File: config.mk
export PLATFORM = sky130hd
export DESIGN_NAME = traffic_lane_engine
export DESIGN_NICKNAME = d
export VERILOG_FILES = /design/src/rtl/traffic_lane_engine.sv
export SDC_FILE = /design/constraint.sdc
export NUM_CORES = 1
export LEC_CHECK = 0
export BUFFER_PORTS_ARGS = -buffer_cell sky130_fd_sc_hd__buf_2
export CORE_UTILIZATION = 68
export DETAILED_ROUTE_END_ITERATION = 10
export PLACE_DENSITY = 0.87
export SYNTH_ARGS = -nofsm -noshare
export SYNTH_HDL_FRONTEND = slang
export SYNTH_SLANG_ARGS = --single-unit
File: constraint.sdc
create_clock -name i_Clk -period 6.8 [get_ports i_Clk]
set_clock_uncertainty 0.05 [all_clocks]
set_input_delay 0.34 -clock i_Clk [delete_from_list [all_inputs] [get_ports i_Clk]]
set_output_delay 0.34 -clock i_Clk [all_outputs]
set_load 0.01 [all_outputs]
File: src/rtl/traffic_lane_engine.sv
// traffic_lane_engine
// Moves the cars of a lane-based road playfield and answers tile queries.
// A frame tick starts an update sequence that visits one lane per cycle.
// Each lane owns a step counter; the lane's cars advance one tile when the
// counter expires, and the counter then reloads with a level-dependent period.
//
// Ports:
//   i_Clk, i_Rst        clock, synchronous active-high reset
//   i_Frame_Tick        one-cycle pulse per video frame
//   i_Level             current game level (speeds traffic up)
//   i_Frog_X, i_Frog_Y  frog tile, checked against car positions
//   i_Col_Div, i_Row_Div pixel tile, checked against car positions
//   o_Car_Hit           registered: queried pixel tile holds a car
//   o_Collided          registered: frog tile holds a car
//   o_Busy              update sequence in progress
//   o_Update_Done       one-cycle pulse at the end of a sequence
//   o_Tick_Overrun      sticky: a tick arrived while busy and was dropped
//
// Optional feature (macro TRAFFIC_PAUSE_EN): adds input i_Pause. While paused,
// ticks seen in IDLE are ignored (no sequence, no overrun); a sequence
// already running still completes.
`timescale 1ns/1ps
module traffic_lane_engine #(
  parameter int NUM_LANES      = 5,
  parameter int CARS_PER_LANE  = 2,
  parameter int GRID_W         = 20,
  parameter int FIRST_LANE_ROW = 12,
  parameter int BASE_PERIOD    = 8,
  parameter int MIN_PERIOD     = 2,
  parameter int LEVEL_STEP     = 1
) (
  input  logic       i_Clk,
  input  logic       i_Rst,
`ifdef TRAFFIC_PAUSE_EN
  input  logic       i_Pause,
`endif
  input  logic       i_Frame_Tick,
  input  logic [6:0] i_Level,
  input  logic [4:0] i_Frog_X,
  input  logic [4:0] i_Frog_Y,
  input  logic [4:0] i_Col_Div,
  input  logic [4:0] i_Row_Div,
  output logic       o_Car_Hit,
  output logic       o_Collided,
  output logic       o_Busy,
  output logic       o_Update_Done,
  output logic       o_Tick_Overrun
);

  localparam int LANE_W = (NUM_LANES > 1) ? $clog2(NUM_LANES) : 1;

  typedef enum logic [1:0] {
    ST_IDLE   = 2'd0,
    ST_UPDATE = 2'd1,
    ST_DONE   = 2'd2
  } state_t;

  state_t              state_q, state_d;
  logic [LANE_W-1:0]   lane_q, lane_d;
  logic [4:0]          car_x_q [NUM_LANES][CARS_PER_LANE];
  logic [4:0]          car_x_d [NUM_LANES][CARS_PER_LANE];
  logic [15:0]         cnt_q [NUM_LANES];
  logic [15:0]         cnt_d [NUM_LANES];
  logic                car_hit_q, car_hit_d;
  logic                collided_q, collided_d;
  logic                overrun_q, overrun_d;
  logic                pause;
  logic                tick_ok;

`ifdef TRAFFIC_PAUSE_EN
  assign pause = i_Pause;
`else
  assign pause = 1'b0;
`endif

  assign tick_ok = i_Frame_Tick & ~pause;

  // Period = max(MIN_PERIOD, BASE_PERIOD + lane - level*LEVEL_STEP); the
  // subtraction saturates at zero so high levels cannot wrap the counter.
  function automatic logic [15:0] reload_val(input int lane, input logic [6:0] level);
    logic [15:0] base;
    logic [15:0] dec;
    logic [15:0] diff;
    base = 16'(BASE_PERIOD + lane);
    dec  = 16'(level) * 16'(LEVEL_STEP);
    diff = (base > dec) ? (base - dec) : 16'd0;
    return (diff < 16'(MIN_PERIOD)) ? 16'(MIN_PERIOD) : diff;
  endfunction

  function automatic logic [4:0] init_x(input int lane, input int car);
    return 5'((car * (GRID_W / CARS_PER_LANE) + 3 * lane) % GRID_W);
  endfunction

  // Even lanes drive right, odd lanes drive left, both wrap at the edges.
  function automatic logic [4:0] step_x(input logic [4:0] x, input logic right);
    if (right) return (x == 5'(GRID_W - 1)) ? 5'd0 : (x + 5'd1);
    else       return (x == 5'd0) ? 5'(GRID_W - 1) : (x - 5'd1);
  endfunction

  // Sequencer and lane update
  always_comb begin
    state_d   = state_q;
    lane_d    = lane_q;
    car_x_d   = car_x_q;
    cnt_d     = cnt_q;
    overrun_d = overrun_q;

    case (state_q)
      ST_IDLE: begin
        if (tick_ok) begin
          state_d = ST_UPDATE;
          lane_d  = '0;
        end
      end
      ST_UPDATE: begin
        if (lane_q == LANE_W'(NUM_LANES - 1)) state_d = ST_DONE;
        else                                  lane_d  = lane_q + 1'b1;
      end
      ST_DONE: begin
        state_d = ST_IDLE;
      end
      default: begin
        state_d = ST_IDLE;
      end
    endcase

    for (int l = 0; l < NUM_LANES; l++) begin
      if (state_q == ST_UPDATE && lane_q == LANE_W'(l)) begin
        if (cnt_q[l] > 16'd1) begin
          cnt_d[l] = cnt_q[l] - 16'd1;
        end else begin
          cnt_d[l] = reload_val(l, i_Level);
          for (int k = 0; k < CARS_PER_LANE; k++)
            car_x_d[l][k] = step_x(car_x_q[l][k], (l % 2) == 0);
        end
      end
    end

    if (state_q != ST_IDLE && tick_ok) overrun_d = 1'b1;
  end

  // Tile queries against the current positions
  always_comb begin
    car_hit_d  = 1'b0;
    collided_d = 1'b0;
    for (int l = 0; l < NUM_LANES; l++) begin
      for (int k = 0; k < CARS_PER_LANE; k++) begin
        if (int'(i_Row_Div) == FIRST_LANE_ROW - l && car_x_q[l][k] == i_Col_Div)
          car_hit_d = 1'b1;
        if (int'(i_Frog_Y) == FIRST_LANE_ROW - l && car_x_q[l][k] == i_Frog_X)
          collided_d = 1'b1;
      end
    end
  end

  always_ff @(posedge i_Clk) begin
    if (i_Rst) begin
      state_q    <= ST_IDLE;
      lane_q     <= '0;
      car_hit_q  <= 1'b0;
      collided_q <= 1'b0;
      overrun_q  <= 1'b0;
      for (int l = 0; l < NUM_LANES; l++) begin
        cnt_q[l] <= reload_val(l, 7'd0);
        for (int k = 0; k < CARS_PER_LANE; k++)
          car_x_q[l][k] <= init_x(l, k);
      end
    end else begin
      state_q    <= state_d;
      lane_q     <= lane_d;
      car_hit_q  <= car_hit_d;
      collided_q <= collided_d;
      overrun_q  <= overrun_d;
      cnt_q      <= cnt_d;
      car_x_q    <= car_x_d;
    end
  end

  assign o_Car_Hit      = car_hit_q;
  assign o_Collided     = collided_q;
  assign o_Busy         = (state_q != ST_IDLE);
  assign o_Update_Done  = (state_q == ST_DONE);
  assign o_Tick_Overrun = overrun_q;

endmodule
# Word level (Yosys, flattened, before mapping)
# Index checks and enable logic that the tools add are counted.
dict set report totals {
  register_bits 138
  in_bits 30
  out_inout_bits 5
  elab_cells 198
}
dict set report op_classes {
  add_sub_neg 21
  magnitude_cmp 15
  eq_ne 45
  mux 51
  bitwise 5
  n_reduce_logical 41
}
# cell count
set ops {}
lappend ops {{16-bit 2-to-1 mux} 15}
lappend ops {{5-bit equality test} 20}
lappend ops {{5-bit equality test (second input constant)} 16}
lappend ops {{16-bit by 1-bit greater-than comparator with 1-bit output (second input constant)} 5}
lappend ops {{16-bit by 2-bit less-than comparator with 1-bit output (second input constant)} 5}
lappend ops {{16-bit by 1-bit subtractor with 16-bit output (second input constant)} 5}
lappend ops {{5-bit 2-to-1 mux} 10}
lappend ops {{4-bit by 7-bit subtractor with 8-bit output (first input constant)} 5}
lappend ops {{4-bit by 7-bit greater-than comparator with 1-bit output (first input constant)} 5}
lappend ops {{5-bit by 1-bit adder with 5-bit output (second input constant)} 6}
lappend ops {{1-bit logical AND} 26}
lappend ops {{5-bit logical NOT} 4}
lappend ops {{1-bit 2-to-1 mux} 20}
lappend ops {{5-bit by 1-bit subtractor with 5-bit output (second input constant)} 4}
lappend ops {{2-bit AND reduction} 6}
lappend ops {{3-bit by 2-bit equality test with 1-bit output (second input constant)} 2}
lappend ops {{3-bit 2-to-1 mux} 2}
lappend ops {{3-bit case mux with 2 select lines} 1}
lappend ops {{1-bit inverter} 5}
lappend ops {{2-bit 2-to-1 mux} 2}
lappend ops {{2-bit != test (second input constant)} 2}
lappend ops {{2-bit case mux with 2 select lines} 1}
lappend ops {{2-bit nonzero test} 2}
lappend ops {{3-bit by 1-bit adder with 3-bit output (second input constant)} 1}
lappend ops {{other kinds (8)} 8}

# Depth between registers and ports, before layout
dict set report logic_depth {
  word_depth 12
  mapped_depth 11
  ltp_nobuf 8
}

# Worst setup path before layout
# Ideal clock, no wire load.
dict set report synth_path {
  path_type {register -> register}
  from {register cnt_q[28] in the netlist's numbering}
  to {register car_x_q[18] in the netlist's numbering}
  setup_ns 0.122
  arrival_ns 2.167
  t_required_ns 6.628
  setup_slack_ns 4.460
  stages_incl_launch_ff 7
  path_buffers 1
  period_less_slack_ns 2.340
  path_cell_list {dfxtp_1 or4_4 or4_4 buf_6 nor3_4 a21boi_0 a311o_1}
}
dict set report synth_between {
  elab_chain_cells 3
}
# element line_no
set synth_lines {}
lappend synth_lines {{start, declared} 62} ;# logic [15:0] cnt_q [NUM_LANES];
lappend synth_lines {{start signal, assigned by index} 164} ;# cnt_q[l] <= reload_val(l, 7'd0);
lappend synth_lines {{start signal, assigned} 174} ;# cnt_q <= cnt_d;
lappend synth_lines {{16-bit by 1-bit greater-than comparator with 1-bit output} 129} ;# if (cnt_q[l] > 16'd1) begin
lappend synth_lines {{1-bit inverter (no source line)} --}
lappend synth_lines {{2-bit AND reduction (no source line)} --}
lappend synth_lines {{end signal, assigned by index} 166} ;# car_x_q[l][k] <= init_x(l, k);
lappend synth_lines {{end signal, assigned} 175} ;# car_x_q <= car_x_d;
lappend synth_lines {{end, declared} 60} ;# logic [4:0] car_x_q [NUM_LANES][CARS_PER_LANE];
# Every way passes these cells.
# A chain may end at the register's enable or synchronous reset.

# Final worst setup path
dict set report layout_path {
  from {register state_q[0]}
  to {register car_x_q[33] in the netlist's numbering}
}
dict set report layout_between {
  elab_chain_cells 3
}
# element line_no
set layout_lines {}
lappend layout_lines {{start, declared} 58} ;# state_t state_q, state_d;
lappend layout_lines {{start signal, assigned} 169} ;# state_q <= state_d;
lappend layout_lines {{2-bit by 1-bit equality test with 1-bit output} 128} ;# if (state_q == ST_UPDATE && lane_q == LANE_W'(l)) begin
lappend layout_lines {{1-bit logical AND} 128}
lappend layout_lines {{2-bit AND reduction (no source line)} --}
# Every way passes these cells.

==> results.toml <==
[synth]
synth_flop_cell = "dfxtp_1"
syn_avg_cell_area_um2 = 7.75
synth_largest_area_cell = "dfxtp_1"
synth_most_common_cell = "dfxtp_1"
yosys_warnings = 0
synth_edf_count = 0
synth_common_cells = "dfxtp_1, nor2_1, a21oi_1, o21ai_0, nand2_1"
synth_area_um2 = 8950
synth_top_area_share_pct = 30.9
synth_cells = 1155
ys_ff_latch = 138
ys_types = 77
seq_area_frac_synth_pct = 30.9
synth_area_leaders = "dfxtp_1, xnor2_1, xor2_1"
synthArstFlopShare_pct = 0
synth_nets = 1220

[floorplanning]
start_util_pct = 70.3
die_h_um = 117
design.die.area_um2 = 13600
num_rows = 41
io_pins = 35
fp.dieW_um = 117
fp.coreArea_um2 = 12700

[setup_path]
critPathBufInv = 0
reg2reg_depth = 6
r2r-end = "car_x_q[33]"
critPathLaunch = "state_q[0]"
cp-start-kind = "register"
cp_data_arrival_time_ps = 3380
rr_startpoint = "state_q[0]"
ff2ff_setup_slack_ps = 3640
critPathMaxFanout = 17
worstPathCellList = "nor2b_1 > nand3_1 > or4_1 > nor4_2 > mux2i_1 > nand2_1"
crit_type = "reg2reg"
critical_path_cell_count = 6
required_ps = 7030
critical-path-top-delay-family = "simple AND/OR/NAND/NOR gates"
critPathCaptureType = "register"
crit_slowest_cell = "or4_1"
max_stage_delay_ps = 910

[min_path]
holdPathEnd = "car_x_q[4]"
hold_path_class = "in2reg"
worstHoldPathCells = 2
hold_start = "i_Rst"

[clock_network]
clkLatencyLatePin_ps = 430
cts_tree = "built"
cts_root_buf = "clkbuf_16"
holdBufCountCts = 0
clk_pin_slew_ps = 60
cts_max_path_buffers = 2
cts_resized = 0
postCtsSetupBuffers = 0
h-tree-depth = 4
numCtsBuffers = 17
clock_sinks = 138

[timing]
worst_pin_slew_ps = 1010
setup_tns_ps = 0
slew_headroom_pct = 32.7
min_period_ps = 3160
finalCritPeriodShare_pct = 46.4
finalSetupViolCount = 0
rsz0062_at_grt = "no"
fmax_mhz = 317
hold_viol_final = 0
drv_slew = 0

[placed_design]
port_buffers = 34
gp_congestion = 0.891
place_hpwl_mm = 14.5

[grt]
grt_pass1_vias = 7513
overflow = 0
gr-usage-all-layers_pct = 32.9
grt_pass1_wl_mm = 35.5
grt_max_degree = 89
antenna_found_initial = 0

[status]
run_status = "completed"

[routing]
viasPerCell = 6.31
route.detailed.drc = 0
vias = 8388
wl_per_cell_um = 16.3
drt-initial-drc-count = 855
ant_nets = 0
wirelength_mm = 21.7
first_pass_iters = 6

[pwr]
ir_drop_mv = 0.206
p_total_mw = 1.98
p_per_area_nw_per_um2 = 204
power.leakage_nw = 3.52

[final_layout]
final-seq-area_um2 = 2760
nets = 1209
layout-drive-gt1-share_pct = 8.38
multi_input_area_um2 = 5740
syn_to_final_growth_pct = 8.42
antennaDiodeCount = 0
num-fill-cells = 966

[job]
maxCapViolations = 0
[registers in the layout (all words and copies together), names as in the netlist]
register        count
car_x_q            50
cnt_q              80
lane_q              3
o_Car_Hit           1
o_Collided          1
o_Tick_Overrun      1
state_q             2
[where the power goes]
part           switching [mW]  internal (mW)  leakage [nW]
clock                   0.354          0.641         0.297
sequential            0.00894          0.817          1.11
combinational          0.0994         0.0556          2.11
[worst reg2reg max path, stage by stage, from the launching register on]
cell and delay [ps]:
dfxtp_1 400, nor2b_1 470, nand3_1 580, or4_1 920, nor4_2 290, mux2i_1 230, nand2_1 70
[stage by stage]
stage               worst slack [ps]  hold slack [ps]  std cells  util, %  instance area (um2)
floorplan                       4460              379       1155        -                 8950
global placement                3870              394       1297     71.3                 9060
detailed placement              3710              399       1297     71.3                 9060
CTS                             3700             90.2       1329     76.3                 9700
global route                    3440             89.5       1329     76.3                 9700
finish                          3640              105       1329     76.3                 9700
[per-layer routing]
metal / share of wire (%) / up-vias / GRT usage (%)
met4: 2.2 / 0 / 12.6
met1: 44 / 3907 / 41.3
met3: 5.8 / 54 / 6.59
met2: 48 / 333 / 55.6
met5: 0 / - / 0
li1: - / 4094 / -
[cells by family after synthesis]
family | count (synthesis) | share of synthesized area, %
adders and majority gates | 35 | 4.89
xor gates and xnor gates | 133 | 13.0
DFF | 138 | 30.9
muxes | 4 | 0.447
buffers and inverters | 106 | 4.98
and+or+nand+nor | 468 | 27.5
AOI/OAI and AO/OA | 271 | 18.3
[worst max path at each step]
stage	end	slack, ps
after floorplan	car_x_q[18]	4460
after global placement	car_x_q[37]	3870
after detailed placement	car_x_q[33]	3710
after CTS	car_x_q[33]	3700
after global routing	car_x_q[33]	3440
final	car_x_q[33]	3640
[layout make-up]
cell class                      count  share of cell area [%]
Multi-Input combinational cell    911                    59.2
Timing Repair Buffer               38                    2.09
Clock buffer                       21                    4.85
Inverter                           38                    1.47
Tap cell                          172                    2.22
Clock inverter                     11                    1.73
Sequential cell                   138                    28.5
[cell usage in the layout, fill, tap and decap left out, drive strengths merged, types with 5 or more instances in the layout]
cell type and n:
nor4 26, xnor2 78, nand3b 5, nor2 105, buf 38, o22ai 5, nand2b 11, xor2 55
or3 14, or2 5, nor3b 8, o211ai 6, clkinvlp 5, a211oi 10, nand2 86, nand3 54
and2 6, or4 8, dfxtp 138, ha 35, inv 38, nor2b 18, o21ai 90, and3 9
o41ai 5, a21oi 94, nor3 83, a31oi 6, o31ai 5, clkbuf 21, o311ai 9, nand4 14
No activity file was read; power rests on OpenSTA's default activity.
